==> src/rtl/spi_frame_sequencer.sv <==
// spi_frame_sequencer
//   Sends one SPI transmit frame. It reads bytes from a frame buffer, starting
//   at a base address, and offers each byte to the SPI byte shifter over a
//   valid/ready handshake. cs_n is held low from the accepted start until the
//   shifter has drained. cs_n then stays high for a guard gap, after which
//   done pulses.
//
//   Optional feature macro: SPI_SEQ_ABORT_EN adds the abort/aborted ports.
//
// Ports
//   clk, rst            clock, synchronous active-high reset
//   start               frame request (only looked at in IDLE)
//   base_addr/frame_len frame descriptor, latched when start is accepted
//   mem_rd/mem_addr     1-cycle buffer read; mem_rdata returns the next cycle
//   tx_valid/tx_data    byte offered to the shifter; tx_ready accepts it
//   tx_idle             the shifter has shifted out its last bit
//   cs_n                SPI chip select, active-low
//   busy/done/addr      status: not idle / end-of-frame pulse / debug address
//   abort/aborted       (SPI_SEQ_ABORT_EN only) cut the frame short / marks that frame's done
module spi_frame_sequencer #(
  parameter int ADDR_W  = 8,
  parameter int DATA_W  = 8,
  parameter int GAP_CYC = 4
) (
  input  logic              clk,
  input  logic              rst,
  input  logic              start,
  input  logic [ADDR_W-1:0] base_addr,
  input  logic [ADDR_W-1:0] frame_len,
  output logic              mem_rd,
  output logic [ADDR_W-1:0] mem_addr,
  input  logic [DATA_W-1:0] mem_rdata,
  output logic              tx_valid,
  output logic [DATA_W-1:0] tx_data,
  input  logic              tx_ready,
  input  logic              tx_idle,
  output logic              cs_n,
  output logic              busy,
  output logic              done,
`ifdef SPI_SEQ_ABORT_EN
  input  logic              abort,
  output logic              aborted,
`endif
  output logic [ADDR_W-1:0] addr
);

  localparam logic [2:0] S_IDLE  = 3'd0;
  localparam logic [2:0] S_FETCH = 3'd1;
  localparam logic [2:0] S_WAIT  = 3'd2;
  localparam logic [2:0] S_ISSUE = 3'd3;
  localparam logic [2:0] S_DRAIN = 3'd4;
  localparam logic [2:0] S_GAP   = 3'd5;

  localparam logic [ADDR_W-1:0] ONE     = ADDR_W'(1);
  localparam logic [7:0]        GAP_END = 8'(GAP_CYC - 1);

  logic [2:0]        state_q, state_d;
  logic [ADDR_W-1:0] base_q, base_d, len_q, len_d, idx_q, idx_d;
  logic              mem_rd_q, mem_rd_d;
  logic [ADDR_W-1:0] mem_addr_q, mem_addr_d;
  logic              tx_valid_q, tx_valid_d;
  logic [DATA_W-1:0] tx_data_q, tx_data_d;
  logic              cs_n_q, cs_n_d;
  logic              busy_q, busy_d;
  logic              done_q, done_d;
  logic [7:0]        gap_q, gap_d;
`ifdef SPI_SEQ_ABORT_EN
  logic              ab_flag_q, ab_flag_d;
  logic              aborted_q, aborted_d;
`endif

  always_comb begin
    state_d    = state_q;
    base_d     = base_q;
    len_d      = len_q;
    idx_d      = idx_q;
    mem_rd_d   = 1'b0;
    mem_addr_d = mem_addr_q;
    tx_valid_d = tx_valid_q;
    tx_data_d  = tx_data_q;
    cs_n_d     = cs_n_q;
    done_d     = 1'b0;
    gap_d      = gap_q;
    case (state_q)
      S_IDLE: begin
        if (start) begin
          if (frame_len != '0) begin
            // Issue the first read together with the state change. That way
            // mem_rd is a registered output and stays high for all of FETCH.
            base_d     = base_addr;
            len_d      = frame_len;
            idx_d      = '0;
            cs_n_d     = 1'b0;
            mem_rd_d   = 1'b1;
            mem_addr_d = base_addr;
            state_d    = S_FETCH;
          end else begin
            done_d = 1'b1;
          end
        end
      end
      S_FETCH: state_d = S_WAIT;
      S_WAIT: begin
        tx_data_d  = mem_rdata;
        tx_valid_d = 1'b1;
        state_d    = S_ISSUE;
      end
      S_ISSUE: begin
        if (tx_ready) begin
          tx_valid_d = 1'b0;
          idx_d      = idx_q + ONE;
          // The compare is against len-1, so a full-range length never
          // needs idx to reach 2**ADDR_W.
          if (idx_q == len_q - ONE) begin
            state_d = S_DRAIN;
          end else begin
            mem_rd_d   = 1'b1;
            mem_addr_d = base_q + idx_q + ONE;  // wraps modulo 2**ADDR_W
            state_d    = S_FETCH;
          end
        end
      end
      S_DRAIN: begin
        if (tx_idle) begin
          cs_n_d = 1'b1;
          // The done cycle is the last of the GAP_CYC cs_n-high cycles.
          if (GAP_CYC == 1) begin
            done_d  = 1'b1;
            state_d = S_IDLE;
          end else begin
            gap_d   = 8'd1;
            state_d = S_GAP;
          end
        end
      end
      S_GAP: begin
        if (gap_q == GAP_END) begin
          done_d  = 1'b1;
          state_d = S_IDLE;
        end else begin
          gap_d = gap_q + 8'd1;
        end
      end
      default: state_d = S_IDLE;
    endcase

`ifdef SPI_SEQ_ABORT_EN
    ab_flag_d = ab_flag_q;
    aborted_d = 1'b0;
    // Abort drops any pending offer or read. A byte that was already
    // handshaken still shifts out, because DRAIN waits for tx_idle.
    if (abort && (state_q == S_FETCH || state_q == S_WAIT || state_q == S_ISSUE)) begin
      state_d    = S_DRAIN;
      tx_valid_d = 1'b0;
      mem_rd_d   = 1'b0;
      mem_addr_d = mem_addr_q;
      ab_flag_d  = 1'b1;
    end
    if (done_d) begin
      aborted_d = ab_flag_q;
      ab_flag_d = 1'b0;
    end
`endif

    busy_d = (state_d != S_IDLE);
  end

  always_ff @(posedge clk) begin
    if (rst) begin
      state_q    <= S_IDLE;
      base_q     <= '0;
      len_q      <= '0;
      idx_q      <= '0;
      mem_rd_q   <= 1'b0;
      mem_addr_q <= '0;
      tx_valid_q <= 1'b0;
      tx_data_q  <= '0;
      cs_n_q     <= 1'b1;
      busy_q     <= 1'b0;
      done_q     <= 1'b0;
      gap_q      <= '0;
`ifdef SPI_SEQ_ABORT_EN
      ab_flag_q  <= 1'b0;
      aborted_q  <= 1'b0;
`endif
    end else begin
      state_q    <= state_d;
      base_q     <= base_d;
      len_q      <= len_d;
      idx_q      <= idx_d;
      mem_rd_q   <= mem_rd_d;
      mem_addr_q <= mem_addr_d;
      tx_valid_q <= tx_valid_d;
      tx_data_q  <= tx_data_d;
      cs_n_q     <= cs_n_d;
      busy_q     <= busy_d;
      done_q     <= done_d;
      gap_q      <= gap_d;
`ifdef SPI_SEQ_ABORT_EN
      ab_flag_q  <= ab_flag_d;
      aborted_q  <= aborted_d;
`endif
    end
  end

  assign mem_rd   = mem_rd_q;
  assign mem_addr = mem_addr_q;
  assign addr     = mem_addr_q;  // debug mirror of the read address
  assign tx_valid = tx_valid_q;
  assign tx_data  = tx_data_q;
  assign cs_n     = cs_n_q;
  assign busy     = busy_q;
  assign done     = done_q;
`ifdef SPI_SEQ_ABORT_EN
  assign aborted  = aborted_q;
`endif

endmodule

==> config.mk <==
export PLATFORM = sky130hd
export DESIGN_NAME = spi_frame_sequencer
export DESIGN_NICKNAME = d
export VERILOG_FILES = /design/src/rtl/spi_frame_sequencer.sv
export SDC_FILE = /design/constraint.sdc
export NUM_CORES = 1
export LEC_CHECK = 0
export CAP_MARGIN = 10
export CORE_MARGIN = 4
export CORE_UTILIZATION = 47
export DETAILED_ROUTE_END_ITERATION = 12
export GPL_ROUTABILITY_DRIVEN = 0
export PLACE_DENSITY = 0.77
export SYNTH_ARGS = -nofsm -noshare
export SYNTH_HDL_FRONTEND = slang
export SYNTH_SLANG_ARGS = --single-unit
==> constraint.sdc <==
create_clock -name clk -period 2.3 [get_ports clk]
set_clock_uncertainty 0.15 [all_clocks]
set_input_delay 0.23 -clock clk [delete_from_list [all_inputs] [get_ports clk]]
set_output_delay 0.23 -clock clk [all_outputs]
set_load 0.05 [all_outputs]
==> impl_metrics.json <==
{
  "grt_use_total": 0.200,
  "violations": "setup timing",
  "synthTopCellsByArea": "dfxtp_1, mux2i_1, nor2_1, xor2_1, ha_1",
  "period_share": 1.05,
  "first_pass_iters": 4,
  "gr-total-overflow": 0,
  "die_area_um2": 7540,
  "final_common_cell": "nor2_1",
  "drtIter0Drc": 145,
  "ios": 58,
  "io_buffers": 57,
  "swShare": 0.325,
  "cts_buffer_depth": 2,
  "syn_to_final_growth_pct": 37.8,
  "rrSetupSlack_ns": -0.12,
  "design_area_um2": 4030,
  "netlist_area_um2": 2920,
  "grt_setup_unrepaired": "true",
  "yosysUniqueCellTypes": 52,
  "fmax_mhz": 413,
  "syn_avg_cell_area_um2": 8.80,
  "start_kind": "flip-flop",
  "routed_wl_um": 7550,
  "maxCapViolCount": 0,
  "drive_gt1_frac": 0.222,
  "setup_violations": 10,
  "p_sw_uw": 794,
  "clock_latency_ns": 0.31,
  "slew_headroom": 0.646,
  "required_ns": 2.38,
  "hold_class": "flip-flop to flip-flop",
  "min_period_ns": 2.42,
  "syn_inst": 332,
  "routed-wl-met2_um": 3830,
  "dpl_cell_area_um2": 3710,
  "arrival_ns": 2.50,
  "slowest_stage": "a311oi_4",
  "grt_pass1_wl_um": 12000,
  "vias": 2611,
  "detail-route-antenna-nets": 0,
  "finalMaxSlewViolations": 0,
  "timing.hold.ws_ns": 0.352,
  "cpMostUsedCell": "buf_6",
  "clkPwrFrac": 0.238,
  "async_reset_ff_frac": 0,
  "seqPwrFrac": 0.440,
  "cts_sinks": 56,
  "routedWlPerCell_um": 15.3,
  "cts_tree": "done",
  "num_rows": 28,
  "rr_worst_depth": 10,
  "start_util": 0.488,
  "grt_max_degree": 23,
  "r2r_end": "addr[5]",
  "fp.dieW_um": 86.9,
  "timing.rr.start": "len_q[0]",
  "post-route-util": 0.672,
  "nets": 458,
  "total_power_mw": 2.44,
  "tns_ns": -0.566,
  "synth-seq-area-share": 0.384,
  "syn_nets": 372,
  "path_cells": "inv_2 -> ha_4 -> nor3b_4 -> xor2_1 -> nand3_1 -> a311oi_4 -> a31oi_4 -> buf_6 -> buf_6 -> a311oi_2",
  "top_layer_used": "met4",
  "final_cell_mix": "nor2_1, clkdlybuf4s50_1, dfxtp_1, buf_4, mux2i_1",
  "setup_ws_ns": -0.119,
  "power_frac_comb": 0.322,
  "hpwl_um": 5140,
  "n_antenna_cell": 0,
  "cts-root-buf": "clkbuf_8",
  "power_density_nw_per_um2": 607,
  "drcViolationCount": 0,
  "max_stage_delay_ns": 0.41,
  "avgViaCountPerCell": 5.30,
  "yosysTopAreaCellShare": 0.384,
  "ys.flop_type": "dfxtp_1",
  "leakage_nw": 1.64,
  "yosys_warnings": 0,
  "core-area_um2": 5990,
  "cts_made_buffers": 5,
  "htree_levels": 2,
  "ir_worst_vdd_mv": 0.331,
  "antenna_found_initial": 0,
  "end_kind": "flip-flop",
  "synth_seq_cells": 56,
  "die_h_um": 86.9,
  "crit_path_start": "len_q[0]",
  "grt_pass1_vias": 2540,
  "synth_top_area_cell": "dfxtp_1",
  "final-hold-violation-count": 0,
  "wl_met3_um": 351,
  "criticalPathCategory": "flip-flop to flip-flop",
  "clk_pin_slew_ns": 0.09,
  "cp_max_fo": 8,
  "p_int_mw": 1.65,
  "crit_path_end": "addr[5]",
  "wl_met1_um": 3240,
  "synth_edf_count": 0,
  "n_fill_cell": 487,
  "status": "finished, violations left",
  "worst_pin_slew_ns": 0.530
}
[stage by stage]
step	worst slack [ns]	std cells
6_report	-0.119	493
5_1_grt	-0.178	493
4_1_cts	-0.0771	488
3_5_place_dp	-0.224	473
3_3_place_gp	-0.104	473
2_1_floorplan	0.00981	332
[final cells by class]
| type | instances | area, um2 | area share |
|---|---|---|---|
| Inverter | 9 | 33.8 | 0.00839 |
| Multi-Input combinational cell | 241 | 1720 | 0.428 |
| Sequential cell | 56 | 1130 | 0.280 |
| Timing Repair Buffer | 105 | 953 | 0.237 |
| Tap cell | 75 | 93.8 | 0.0233 |
| Clock buffer | 7 | 96.3 | 0.0239 |
[routing by layer]
layer,vias to the layer above,track usage
met5,-,0
met4,0,0.0694
met3,9,0.0369
met2,62,0.344
met1,1230,0.250
li1,1310,-
[how the worst min path moves through the flow]
stage                     cells past startpoint         end          from  slack [ns]
after global placement                        2  tx_data[6]    tx_data[6]        0.32
after detailed placement                      2  tx_data[3]    tx_data[3]        0.34
after floorplan                               2   base_q[0]  base_addr[0]        0.22
after global routing                          3  tx_data[0]  mem_rdata[0]        0.39
final                                         2  tx_data[3]    tx_data[3]        0.35
after CTS                                     2    gap_q[7]      gap_q[7]        0.35
[flip-flops by register name (all words and copies together) (netlist names)]
signal    cells
addr          8
base_q        8
busy          1
cs_n          1
done          1
gap_q         8
idx_q         8
len_q         8
mem_rd        1
state_q       3
tx_data       8
tx_valid      1
[worst max-delay path, delay by kind of cell, from the launching register on]
family,cells,cell delay (ns)
AO/OA/AOI/OAI,3,0.73
AND/OR/NAND/NOR,2,0.39
buffers and inverters,3,0.36
flip-flops,1,0.34
XOR/XNOR,1,0.22
adder cells (fa/ha/maj),1,0.14
[kinds of logic (layout without fill, tap and decap cells)]
family | Yosys count | count (layout) | synth area share
and+or+nand+nor | 132 | 132 | 0.220
buffers and inverters | 35 | 121 | 0.0586
xor gates and xnor gates | 23 | 23 | 0.0689
AOI/OAI and AO/OA | 51 | 51 | 0.137
muxes | 24 | 24 | 0.0822
DFF | 56 | 56 | 0.384
adders and majority gates | 11 | 11 | 0.0497
[timing repair]
| action | 4_1_cts | 5_1_grt |
|---|---|---|
| endpoints found under the setup margin | 10 | 16 |
| pin swaps | 7 | 19 |
| gates resized for setup | 11 | 23 |
| hold buffers | 0 | 0 |
| setup buffers | 9 | 7 |
[synthesized netlist by cell type, drive strengths merged, types with 8 or more instances]
master,instances
dfxtp,56
clkbuf,13
xor2,15
inv,9
o21ai,10
nand2,18
mux2i,24
nor2,61
buf,13
ha,10
a21oi,17
xnor2,8
[power groups by stage]
stage | Combinational (mW) | Clock [mW] | Sequential [mW]
6_report | 0.787 | 0.582 | 1.07
3_3_place_gp | 0.697 | 0 | 1.09
4_1_cts | 0.752 | 0.592 | 1.07
3_5_place_dp | 0.712 | 0 | 1.09
2_1_floorplan | 0.366 | 0 | 1.20
5_1_grt | 0.838 | 0.624 | 1.08
(Power assumes the default switching activity.)
